`src/rtl/button_pulse_gen_multi.sv`:
```
// button_pulse_gen_multi
//
// Multi-channel push-button front end. Each channel synchronises a raw
// button level, debounces it, and emits a one-cycle pulse on every press.
// Channels with repeat enabled also emit auto-repeat pulses while held.
//
// Ports:
//   i_clk          system clock, all logic on the rising edge
//   i_rst          synchronous reset, active-high
//   i_push_button  raw asynchronous button levels, 1 = pressed
//   i_repeat_en    per-channel auto-repeat enable (synchronous)
//   o_held         debounced button level
//   o_pulse        one-cycle pulse per press and per repeat
//   o_any_pulse    OR of all o_pulse bits, aligned with o_pulse

`timescale 1ns / 1ps

module button_pulse_gen_multi #(
    parameter int unsigned N_BTN           = 4,
    parameter int unsigned DEBOUNCE_CYCLES = 16,
    parameter int unsigned REPEAT_DELAY    = 64,
    parameter int unsigned REPEAT_PERIOD   = 16,
    parameter int unsigned CNT_W           = 16
) (
    input  logic             i_clk,
    input  logic             i_rst,
    input  logic [N_BTN-1:0] i_push_button,
    input  logic [N_BTN-1:0] i_repeat_en,
    output logic [N_BTN-1:0] o_held,
    output logic [N_BTN-1:0] o_pulse,
    output logic             o_any_pulse
);

    localparam logic [1:0] StIdle   = 2'd0;
    localparam logic [1:0] StHold   = 2'd1;
    localparam logic [1:0] StDelay  = 2'd2;
    localparam logic [1:0] StRepeat = 2'd3;

    // Counters compare against (N-1) so an event lands exactly N edges after
    // the count starts at zero.
    localparam logic [CNT_W-1:0] DbLast  = CNT_W'(DEBOUNCE_CYCLES - 1);
    localparam logic [CNT_W-1:0] RdLast  = CNT_W'(REPEAT_DELAY - 1);
    localparam logic [CNT_W-1:0] RpLast  = CNT_W'(REPEAT_PERIOD - 1);

    logic [N_BTN-1:0] sync1_q;
    logic [N_BTN-1:0] sync2_q;
    logic [N_BTN-1:0] held_q;
    logic [N_BTN-1:0] held_d;
    logic [N_BTN-1:0] pulse_q;
    logic [N_BTN-1:0] pulse_d;
    logic             any_pulse_q;

    for (genvar k = 0; k < N_BTN; k++) begin : g_ch
        logic [CNT_W-1:0] db_cnt_q;
        logic [CNT_W-1:0] db_cnt_d;
        logic [CNT_W-1:0] rep_cnt_q;
        logic [CNT_W-1:0] rep_cnt_d;
        logic [1:0]       state_q;
        logic [1:0]       state_d;
        logic             held_nx;
        logic             pulse_nx;
        logic             rise;
        logic             fall;

        // Debouncer: count consecutive cycles where the synchronised level
        // disagrees with the accepted level; accept after DEBOUNCE_CYCLES.
        always_comb begin
            held_nx  = held_q[k];
            db_cnt_d = '0;
            if (sync2_q[k] != held_q[k]) begin
                if (db_cnt_q == DbLast) begin
                    held_nx = sync2_q[k];
                end else begin
                    db_cnt_d = db_cnt_q + 1'b1;
                end
            end
        end

        // The FSM reacts to the debounced edge in the same cycle it is
        // accepted, so the press pulse lines up with the o_held rise.
        assign rise = held_nx & ~held_q[k];
        assign fall = ~held_nx & held_q[k];

        always_comb begin
            state_d   = state_q;
            rep_cnt_d = rep_cnt_q;
            pulse_nx  = 1'b0;
            if (fall) begin
                // Release wins over any repeat pulse due this cycle.
                state_d   = StIdle;
                rep_cnt_d = '0;
            end else begin
                case (state_q)
                    StIdle: begin
                        if (rise) begin
                            pulse_nx  = 1'b1;
                            rep_cnt_d = '0;
                            state_d   = i_repeat_en[k] ? StDelay : StHold;
                        end
                    end
                    StHold: begin
                        rep_cnt_d = '0;
                    end
                    StDelay, StRepeat: begin
                        if (!i_repeat_en[k]) begin
                            state_d   = StHold;
                            rep_cnt_d = '0;
                        end else if (rep_cnt_q == ((state_q == StDelay) ? RdLast : RpLast)) begin
                            pulse_nx  = 1'b1;
                            rep_cnt_d = '0;
                            state_d   = StRepeat;
                        end else begin
                            rep_cnt_d = rep_cnt_q + 1'b1;
                        end
                    end
                    default: begin
                        state_d   = StIdle;
                        rep_cnt_d = '0;
                    end
                endcase
            end
        end

        always_ff @(posedge i_clk) begin
            if (i_rst) begin
                db_cnt_q  <= '0;
                rep_cnt_q <= '0;
                state_q   <= StIdle;
            end else begin
                db_cnt_q  <= db_cnt_d;
                rep_cnt_q <= rep_cnt_d;
                state_q   <= state_d;
            end
        end

        assign held_d[k]  = held_nx;
        assign pulse_d[k] = pulse_nx;
    end

    always_ff @(posedge i_clk) begin
        if (i_rst) begin
            sync1_q     <= '0;
            sync2_q     <= '0;
            held_q      <= '0;
            pulse_q     <= '0;
            any_pulse_q <= 1'b0;
        end else begin
            sync1_q     <= i_push_button;
            sync2_q     <= sync1_q;
            held_q      <= held_d;
            pulse_q     <= pulse_d;
            any_pulse_q <= |pulse_d;
        end
    end

    assign o_held      = held_q;
    assign o_pulse     = pulse_q;
    assign o_any_pulse = any_pulse_q;

endmodule

```
`config.mk`:
```
export PLATFORM = sky130hd
export DESIGN_NAME = button_pulse_gen_multi
export DESIGN_NICKNAME = d
export VERILOG_FILES = /design/src/rtl/button_pulse_gen_multi.sv
export SDC_FILE = /design/constraint.sdc
export NUM_CORES = 1
export LEC_CHECK = 0
export ABC_AREA = 1
export CAP_MARGIN = 25
export CORE_MARGIN = 4
export CORE_UTILIZATION = 25
export CTS_CLUSTER_SIZE = 30
export DETAILED_ROUTE_END_ITERATION = 10
export GPL_ROUTABILITY_DRIVEN = 0
export SLEW_MARGIN = 20
export SYNTH_ARGS = -nofsm -noshare
export SYNTH_HDL_FRONTEND = slang
export SYNTH_SLANG_ARGS = --single-unit
```
`constraint.sdc`:
```
create_clock -name i_clk -period 5.41 [get_ports i_clk]
set_clock_uncertainty 0.2 [all_clocks]
set_input_delay 1.3525 -clock i_clk [delete_from_list [all_inputs] [get_ports i_clk]]
set_output_delay 1.3525 -clock i_clk [all_outputs]
set_load 0.01 [all_outputs]
```
* Word level (Yosys, flattened, before mapping) *
Cells that the tools add are included.

cells by class
  order comparisons = 0
  multiply operators = 0
  add/sub/neg operators = 8
  shifts and indexed selects = 0
  div/mod/pow operators = 0
  bitwise operators = 20
  muxes and demuxes = 68
  equal/unequal tests = 32
  reductions and logical operators = 25

operators with widths
  operator                                                           number
  16-bit two-way mux                                                 12
  16-bit case mux with 3 select lines                                4
  16-bit by 1-bit adder with 16-bit output (second input constant)   8
  16-bit by 4-bit == test with 1-bit output (second input constant)  4
  16-bit by 6-bit == test with 1-bit output                          4
  2-bit two-way mux                                                  16
  1-bit two-way mux                                                  24
  6-bit two-way mux                                                  4
  2-bit == test (second input constant)                              8
  2-bit case mux with 2 select lines                                 4
  2-bit OR reduction                                                 8
  3-bit inequality test (second input constant)                      4
  1-bit NOT                                                          12
  3-bit AND reduction                                                4
  3-bit OR reduction                                                 4
  1-bit AND                                                          8
  2-bit by 1-bit == test with 1-bit output (second input constant)   4
  2-bit logical NOT                                                  4
  2-bit inequality test (second input constant)                      4
  1-bit case mux with 2 select lines                                 4
  2-bit nonzero test                                                 4
  1-bit inequality test                                              4
  4-bit OR reduction                                                 1

storage, ports and cells
  logic and storage cells = 170
  register bits after elaboration = 153
  memory bits (read-only) = 0
  latch bits = 0
  input bits = 10
  bits in writable memories = 0
  memories kept = 0

* Depth between registers and ports, before layout *
Gate-level depths: netlist (run 1).

  depth in word-level cells = 8
  depth in mapped cells = 11

* Least setup slack after synthesis (run 1) *
Ideal clock, no wire load.

  path kind = input port to flip-flop
  start point = in i_rst
  end point = reg g_ch[3].db_cnt_q[14]
  path buffers = 2
  path slack = 2783 ps
  data required time = 5132 ps
  arrival time = 2349 ps
  library setup time = 78 ps
  stages = 7
  path through = buf_2 > inv_2 > o21ai_0 > a21oi_1 > nand2_1 > clkbuf_1 > nor3_1

on the way
  word-level cells in the longest chain between the ends = 1

RTL lines
  what                                 line  source
  start: declaration                   26    input logic i_rst,
  3-bit OR reduction (no source line)  n/a
  end signal: assignment               130   db_cnt_q <= db_cnt_d;
  end: declaration                     54    logic [CNT_W-1:0] db_cnt_q;

Every way passes these cells.
A chain may end at the register's enable or synchronous reset.

* Final worst setup path (run 1) *
  start point = in i_rst
  end point = reg g_ch[3].db_cnt_q[6]

The elaborated chain is that of the path after synthesis.

==> impl_metrics.tcl, run 1 <==
set metrics [dict create \
    status "completed" \
    synth_edf_count 0 \
    die_area_sq_mm 0.0350 \
    drtIter0Drc 450 \
    grt_max_degree 19 \
    clock.fmax_ghz 0.298 \
    clkLatencyLatePin_ns 0.43 \
    numCtsBuffers 17 \
    grt_pass1_vias 6877 \
    r2r-start "g_ch[3].db_cnt_q[0]" \
    vias 7398 \
    area_growth_pct 15.0 \
    multi_input_area_sq_mm 0.00428 \
    antenna_found_initial 0 \
    ys_types 38 \
    place_hpwl_um 12900 \
    worst_pin_slew_ns 0.748 \
    syn_area_sq_mm 0.00801 \
    io_buffers 18 \
    power_switching_uw 507 \
    htreeDepth 4 \
    end_kind "flop" \
    synth_warnings 0 \
    path_clk_slew_ns 0.06 \
    syn_inst 1182 \
    path_class "primary input to flop" \
    seq_area_frac_synth_pct 38.3 \
    ys.flop_type "dfxtp_1" \
    num-fill-cells 3426 \
    min_from "sync1_q[0]" \
    vias_per_cell 4.60 \
    required_ns 5.54 \
    cts.sinks 153 \
    maxSlewViolCount 0 \
    async_reset_ff_share_pct 0 \
    cp_num_buf_inv 2 \
    rsz0062_at_grt "false" \
    cts.path.max_buffers 2 \
    core_sq_mm 0.0316 \
    regToRegSetupSlack_ns 3.19 \
    start_util_pct 25.4 \
    netlist.area_leader.share_pct 38.3 \
    p_clk_share_pct 51.9 \
    drive_gt1_share_pct 6.95 \
    grt_pass1_wl_um 31400 \
    cp-start-kind "primary input" \
    die_x_um 187 \
    synthesis.nets 1200 \
    powerDensity_mw_per_mm2 265 \
    detail-route-antenna-nets 0 \
    cts_resized 0 \
    switching_share_pct 20.7 \
    dp_worst_setup_slack_ns 1.61 \
    final-seq-area_sq_mm 0.00306 \
    cp_max_fo 18 \
    cts_tree "done" \
    pin_count 19 \
    pwr-share-comb_pct 1.7 \
    power.sequential.fraction_pct 46.4 \
    intPower_uw 1940 \
    worstHoldPathCells 2 \
    grt_use_total_pct 10.4 \
    syn_area_per_cell_sq_um 6.77 \
    die_h_um 187 \
    layout_setup_ws_ns 2.05 \
    crit_family "buffers and inverters" \
    post-route-drc-count 0 \
    max-cap-violations 0 \
    period_share_pct 62.1 \
    max_stage_delay_ns 0.79 \
    reg2reg_to "g_ch[3].rep_cnt_q[4]" \
    grt_overflow 0 \
    cp_cell_sequence "clkdlybuf4s50_1 > inv_2 > o21ai_0 > a21oi_1 > nand2_1 > nor3b_1" \
    n_antenna_cell 0 \
    ir_drop_uv 214 \
    clockRootBuffer "clkbuf_16" \
    whs_endpoint "sync2_q[0]" \
    rows 65 \
    cts_setup_buffers 0 \
    ff2ff_path_depth 10 \
    worst_path_max_delay_cell "clkdlybuf4s50_1" \
    cp.arrival_ns 3.49 \
    wl_um 17800 \
    synthTopCellsByArea "dfxtp_1, nand2_1, nor2_1, a21oi_1, inv_1" \
    hold_viol 0 \
    fin_nets 1213 \
    max-slew-margin-rel_pct 50.0 \
    wire_per_inst_um 11.1 \
    cts_hold_buf 0 \
    p_leak_uw 0.00323 \
    ys_ff_latch 153 \
    synth.most_common_cell "nand2_1" \
    period_needed_ns 3.36 \
    dr.pass1.iters 6 \
    synth_top_area_cell "dfxtp_1" \
    setup_viol 0 \
    finalSetupTns_ns 0 \
    hold_class "flop to flop" \
    synth_commonest_cells "nand2_1, nor2_1, dfxtp_1" \
]
-- worst reg2reg max path: cells and delay by family, from the launching register on --
| kind | cells | cell delay, ns |
|---|---|---|
| AO/OA/AOI/OAI | 1 | 0.05 |
| adder cells (fa/ha/maj) | 1 | 0.19 |
| buffers and inverters | 2 | 0.23 |
| flip-flops | 1 | 0.35 |
| AND/OR/NAND/NOR | 6 | 1.09 |
-- per-stage QoR --
stage	hold slack, ns	cells	instance area, sq um	total power [uW]	util [%]
2_1_floorplan	0.188	1182	8010	1180	-
3_3_place_gp	0.190	1578	8570	1200	27.2
3_5_place_dp	0.192	1578	8570	1200	27.2
4_1_cts	0.203	1610	9200	2480	29.2
5_1_grt	0.215	1610	9200	2540	29.2
6_report	0.199	1610	9200	2440	29.2
-- power by group through the flow --
stage | sequential (uW) | clock (uW) | combinational [uW]
after floorplan | 1160 | 0 | 26.2
after global placement | 1160 | 0 | 41.6
after detailed placement | 1160 | 0 | 42.2
after CTS | 1130 | 1310 | 42.3
after global routing | 1130 | 1360 | 46.8
final | 1130 | 1270 | 41.8
-- final cells by class --
class / instances / area share, %
Inverter: 143 / 5.83
Multi-Input combinational cell: 861 / 46.5
Clock inverter: 12 / 1.88
Sequential cell: 153 / 33.3
Clock buffer: 20 / 4.96
Tap cell: 402 / 5.46
Timing Repair Buffer: 19 / 2.04
-- cells by family after synthesis --
group                      Yosys count  synth area share, %
and+or+nand+nor                    693                 40.7
buffers and inverters              168                 8.24
DFF                                153                 38.3
AOI/OAI and AO/OA                  135                 8.78
xor gates and xnor gates            25                 2.73
adders and majority gates            8                 1.25
-- cell usage in the layout (no fill, tap or decap), types with 5 or more instances in the layout --
cell / synthesis / routed
a21oi_1: 98 / 98
and3_1: 7 / 7
clkbuf_16: 0 / 17
clkdlybuf4s50_1: 0 / 18
dfxtp_1: 153 / 153
ha_1: 8 / 8
inv_1: 129 / 129
inv_2: 14 / 14
nand2_1: 223 / 223
nand3_1: 94 / 94
nand3_2: 5 / 5
nand4_1: 68 / 68
nor2_1: 189 / 189
nor3_1: 52 / 52
nor3_2: 10 / 10
nor3b_1: 14 / 14
o21ai_0: 24 / 24
xor2_1: 23 / 23
-- routing by layer --
layer,part of all wire [%],global-route usage (%)
met2,45,17.1
met3,3.5,2.63
met5,0,0
met4,0.94,2.56
met1,50,13.7
-- flip-flops by register name, indices dropped and copies added (netlist names) --
name,cells
o_pulse,4
sync1_q,4
o_held,4
g_ch.state_q,8
sync2_q,4
g_ch.db_cnt_q,64
o_any_pulse,1
g_ch.rep_cnt_q,64
-- worst max path at each step --
stage,from,end,slack [ns],cells after the start
after CTS,i_rst,g_ch[3].db_cnt_q[6],2.04,6
final,i_rst,g_ch[3].db_cnt_q[6],2.05,6
after floorplan,i_rst,g_ch[3].db_cnt_q[14],2.78,7
after detailed placement,i_rst,g_ch[3].db_cnt_q[6],1.61,6
after global routing,i_rst,g_ch[2].db_cnt_q[14],1.77,7
after global placement,i_rst,g_ch[2].db_cnt_q[14],1.62,7
Power figures use the tool's default switching activity.
==> run 2: changes to the inputs <==
Clock period 5.41 ns to 2.79 ns, I/O delays scaled along.
==> impl_metrics.tcl, run 2 (synthesis gave the netlist of run 1 again) <==
set metrics [dict create \
    post-route-drc-count 0 \
    period_needed_ns 2.37 \
    cts_hold_buf 0 \
    worst_path_max_delay_cell "clkdlybuf4s50_1" \
    rows 65 \
    powerDensity_mw_per_mm2 520 \
    period_share_pct 84.9 \
    antenna_found_initial 0 \
    cts_tree "done" \
    io_buffers 18 \
    die_h_um 187 \
    ir_drop_uv 469 \
    cts_resized 0 \
    cp.arrival_ns 1.47 \
    reg2reg_to "g_ch[1].rep_cnt_q[12]" \
    cp_cell_sequence "clkdlybuf4s50_1" \
    grt_pass1_vias 6819 \
    num-fill-cells 3438 \
    dr.pass1.iters 5 \
    area_growth_pct 16.1 \
    cp-start-kind "flop" \
    power_switching_uw 1020 \
    max-slew-margin-rel_pct 33.4 \
    post-place-cells 1588 \
    wl_um 17700 \
    clockRootBuffer "clkbuf_16" \
    max_stage_delay_ns 0.62 \
    rsz0062_at_grt "false" \
    wire_per_inst_um 11.0 \
    cts.sinks 153 \
    grt_use_total_pct 10.2 \
    vias 7444 \
    cp_num_buf_inv 1 \
    grt_pass1_wl_um 30900 \
    worstHoldPathCells 2 \
    n_antenna_cell 0 \
    clkLatencyLatePin_ns 0.43 \
    core_sq_mm 0.0316 \
    status "completed" \
    detail-route-antenna-nets 0 \
    worst_pin_slew_ns 0.996 \
    regToRegSetupSlack_ns 0.58 \
    switching_share_pct 21.1 \
    max-cap-violations 0 \
    die_area_sq_mm 0.0350 \
    cp_max_fo 6 \
    drtIter0Drc 523 \
    whs_endpoint "sync2_q[2]" \
    finalSetupTns_ns 0 \
    place_area_sq_mm 0.00865 \
    setup_viol 0 \
    hold_class "flop to flop" \
    place_hpwl_um 12800 \
    p_clk_share_pct 52.7 \
    grt_overflow 0 \
    numCtsBuffers 17 \
    intPower_uw 3810 \
    layout_commonest_cell "nand2_1" \
    grt_max_degree 19 \
    die_x_um 187 \
    pwr-share-comb_pct 1.9 \
    hold_viol 0 \
    cts.path.max_buffers 2 \
    fin_nets 1223 \
    p_leak_uw 0.00329 \
    cts_setup_buffers 0 \
    drive_gt1_share_pct 7.80 \
    maxSlewViolCount 0 \
    r2r-start "g_ch[1].state_q[1]" \
    vias_per_cell 4.60 \
    end_kind "primary output" \
    path_clk_slew_ns 0.06 \
    ff2ff_path_depth 5 \
    layout.cells.non_filler 1620 \
    top_regs "g_ch.db_cnt_q (64), g_ch.rep_cnt_q (64), g_ch.state_q (8)" \
    crit_start "o_held[2]" \
    start_util_pct 25.4 \
    required_ns 1.89 \
    crit_family "buffers and inverters" \
    clock.fmax_ghz 0.422 \
    fin_area_sq_mm 0.00930 \
    mostFrequentLayoutCells "nand2_1, nor2_1, dfxtp_1, inv_1, a21oi_1" \
    power.sequential.fraction_pct 45.5 \
    pin_count 19 \
    min_from "sync1_q[2]" \
    path_class "flop to primary output" \
    htreeDepth 4 \
]
-- run 2: how the worst max path moves through the flow --
| stage | end | slack [ns] | cells after the start |
|---|---|---|---|
| floorplan | g_ch[3].db_cnt_q[14] | 0.82 | 7 |
| CTS | o_held[2] | 0.38 | 1 |
| finish | o_held[2] | 0.42 | 1 |
| global placement | g_ch[2].db_cnt_q[14] | 0.25 | 7 |
| global route | o_held[2] | 0.34 | 1 |
| detailed placement | g_ch[2].db_cnt_q[14] | 0.21 | 7 |
-- run 2: per-layer routing --
layer,global-route usage [%],routed length (um),up-vias
li1,-,-,3956
met1,13.6,8970,3344
met2,16.6,7810,122
met3,2.82,709,22
met4,2.62,255,0
met5,0,0,-
-- run 2: area by class of cell --
cell class | count | area (sq um) | area share [%]
Multi-Input combinational cell | 861 | 4280 | 46.1
Sequential cell | 153 | 3060 | 32.9
Inverter | 143 | 537 | 5.77
Tap cell | 402 | 503 | 5.41
Clock buffer | 17 | 425 | 4.57
Timing Repair Buffer | 29 | 263 | 2.83
Clock inverter | 15 | 224 | 2.41
-- run 2: worst reg2reg max path: cells and delay by family, from the launching register on --
kind,cells,cell delay [ns]
AND/OR/NAND/NOR,5,1.49
flip-flops,1,0.47
-- run 2: power by group through the flow --
stage | Clock, uW | Combinational, uW | Sequential (uW)
floorplan | 0 | 50.8 | 2240
global placement | 0 | 90.5 | 2250
detailed placement | 0 | 90.6 | 2250
CTS | 2610 | 90.8 | 2200
global route | 2710 | 100 | 2200
finish | 2550 | 89.5 | 2200
-- run 2: stage by stage --
stage / util (%) / hold WS (ns) / power [uW] / worst slack [ns]
after floorplan: - / 0.188 / 2300 / 0.818
after global placement: 27.4 / 0.191 / 2340 / 0.254
after detailed placement: 27.4 / 0.195 / 2340 / 0.207
after CTS: 29.5 / 0.204 / 4900 / 0.382
after global routing: 29.5 / 0.235 / 5010 / 0.335
final: 29.5 / 0.201 / 4830 / 0.421
==> run 3: changes to the inputs <==
Clock period 2.79 ns to 2.11 ns, I/O delays scaled along.
==> impl_metrics.tcl, run 3 (synthesis gave the netlist of run 1 again) <==
set metrics [dict create \
    die_h_um 187 \
    max-cap-violations 0 \
    crit_family "buffers and inverters" \
    setup_viol 0 \
    grt_pass1_vias 7108 \
    hold_viol 0 \
    fin_nets 1252 \
    cts_hold_buf 0 \
    clkLatencyLatePin_ns 0.42 \
    required_ns 1.38 \
    worst_pin_slew_ns 0.513 \
    area_growth_pct 19.5 \
    cp_num_buf_inv 1 \
    grt_use_total_pct 10.4 \
    layout_commonest_cell "nand2_1" \
    vias 7618 \
    vias_per_cell 4.62 \
    powerDensity_mw_per_mm2 662 \
    wire_per_inst_um 11.0 \
    wl_um 18100 \
    switching_share_pct 20.6 \
    ir_drop_uv 554 \
    max_stage_delay_ns 0.55 \
    clockRootBuffer "clkbuf_16" \
    holdWs_ns 0.202 \
    crit_start "o_pulse[0]" \
    hold_class "flop to flop" \
    post-route-drc-count 0 \
    worst_path_max_delay_cell "clkdlybuf4s50_1" \
    cp_cell_sequence "clkdlybuf4s50_1" \
    final_util_pct 30.3 \
    pwr-share-comb_pct 2.1 \
    io_buffers 18 \
    cts.sinks 153 \
    detail-route-antenna-nets 0 \
    p_leak_uw 0.00345 \
    intPower_uw 5030 \
    numCtsBuffers 17 \
    clock.fmax_ghz 0.498 \
    path_class "flop to primary output" \
    end_kind "primary output" \
    start_util_pct 25.4 \
    dr.pass1.iters 5 \
    drtIter0Drc 461 \
    rsz0062_at_grt "true" \
    grt_pass1_wl_um 31600 \
    cp.arrival_ns 1.28 \
    grt_max_degree 17 \
    r2r-start "g_ch[0].db_cnt_q[0]" \
    grt_overflow 0 \
    cts.path.max_buffers 2 \
    core_sq_mm 0.0316 \
    n_antenna_cell 0 \
    mostFrequentLayoutCells "nand2_1, nor2_1, dfxtp_1, inv_1, a21oi_1" \
    pin_count 19 \
    maxSlewViolCount 0 \
    rows 65 \
    max-slew-margin-rel_pct 65.6 \
    die_x_um 187 \
    drive_gt1_share_pct 10.7 \
    cp_max_fo 1 \
    p_clk_share_pct 52.0 \
    min_from "sync1_q[3]" \
    cts_tree "done" \
    status "completed" \
    period_share_pct 95.2 \
    power_switching_uw 1310 \
    path_clk_slew_ns 0.06 \
    top_regs "g_ch.db_cnt_q (64), g_ch.rep_cnt_q (64), g_ch.state_q (8)" \
    place_hpwl_um 13400 \
    antenna_found_initial 1 \
    htreeDepth 4 \
    cp-start-kind "flop" \
    power.sequential.fraction_pct 45.9 \
    die_area_sq_mm 0.0350 \
    period_needed_ns 2.01 \
]
run 3: cell count changes in the layout (fill, tap and decap cells not counted), moves of 3 or more:
cell / previous run / this run
buf_4: 11 / 39
clkdlybuf4s50_1: 18 / 14
clkbuf_8: 0 / 3
dlygate4sd2_1: 0 / 4
run 3: metrics by stage:
step | worst slack (ns) | instance area, sq um | TNS, ns | instances | total power, uW
finish | 0.101 | 9570 | 0 | 1649 | 6340
global route | -0.0851 | 9570 | -0.0851 | 1649 | 6550
CTS | 0.0423 | 9510 | 0 | 1648 | 6430
detailed placement | -0.128 | 8870 | -1.25 | 1616 | 3100
global placement | -0.0826 | 8870 | -0.884 | 1616 | 3100
floorplan | 0.306 | 8010 | 0 | 1182 | 3030
run 3: timing repair:
action	CTS	global route
buffers inserted	0	1
pin swaps	0	3
resized for setup	5	15
endpoints found under the setup margin	4	24
run 3: layer usage:
| layer | GRT usage [%] | part of all wire [%] | vias to the layer above |
|---|---|---|---|
| met2 | 16.9 | 45 | 106 |
| met1 | 13.7 | 50 | 3470 |
| met3 | 2.71 | 3.6 | 19 |
| met4 | 2.84 | 1.2 | 2 |
| met5 | 0 | 0.061 | - |
| li1 | - | - | 4021 |
run 3: worst min-delay path: cells and delay by family (launching register included):
| family | cells | cell delay, ns |
|---|---|---|
| AND/OR/NAND/NOR | 1 | 0.03 |
| buffers and inverters | 1 | 0.04 |
| flip-flops | 1 | 0.29 |
run 3: area by class of cell:
| cell class | count | area [sq um] |
|---|---|---|
| clock inverter | 10 | 166 |
| multi-input combinational | 861 | 4330 |
| clock buffer | 22 | 474 |
| fill | 3439 | 22000 |
| sequential | 153 | 3070 |
| tap | 402 | 503 |
| inverter | 143 | 542 |
| timing repair buffer | 58 | 488 |
run 3: worst paths after layout:
path / slack [ns] / to / depth (start not counted)
setup / recovery: 0.10 / o_pulse[0] / 1
hold / removal: 0.20 / sync2_q[3] / 2
setup reg to reg: 0.12 / g_ch[0].rep_cnt_q[0] / 10
hold reg to reg: 0.20 / sync2_q[3] / 2
run 3: power by group through the flow:
stage	Combinational [uW]	Clock (uW)	Sequential (uW)
finish	134	3300	2910
global route	149	3500	2900
CTS	136	3390	2900
detailed placement	135	0	2970
global placement	134	0	2970
floorplan	67.2	0	2970
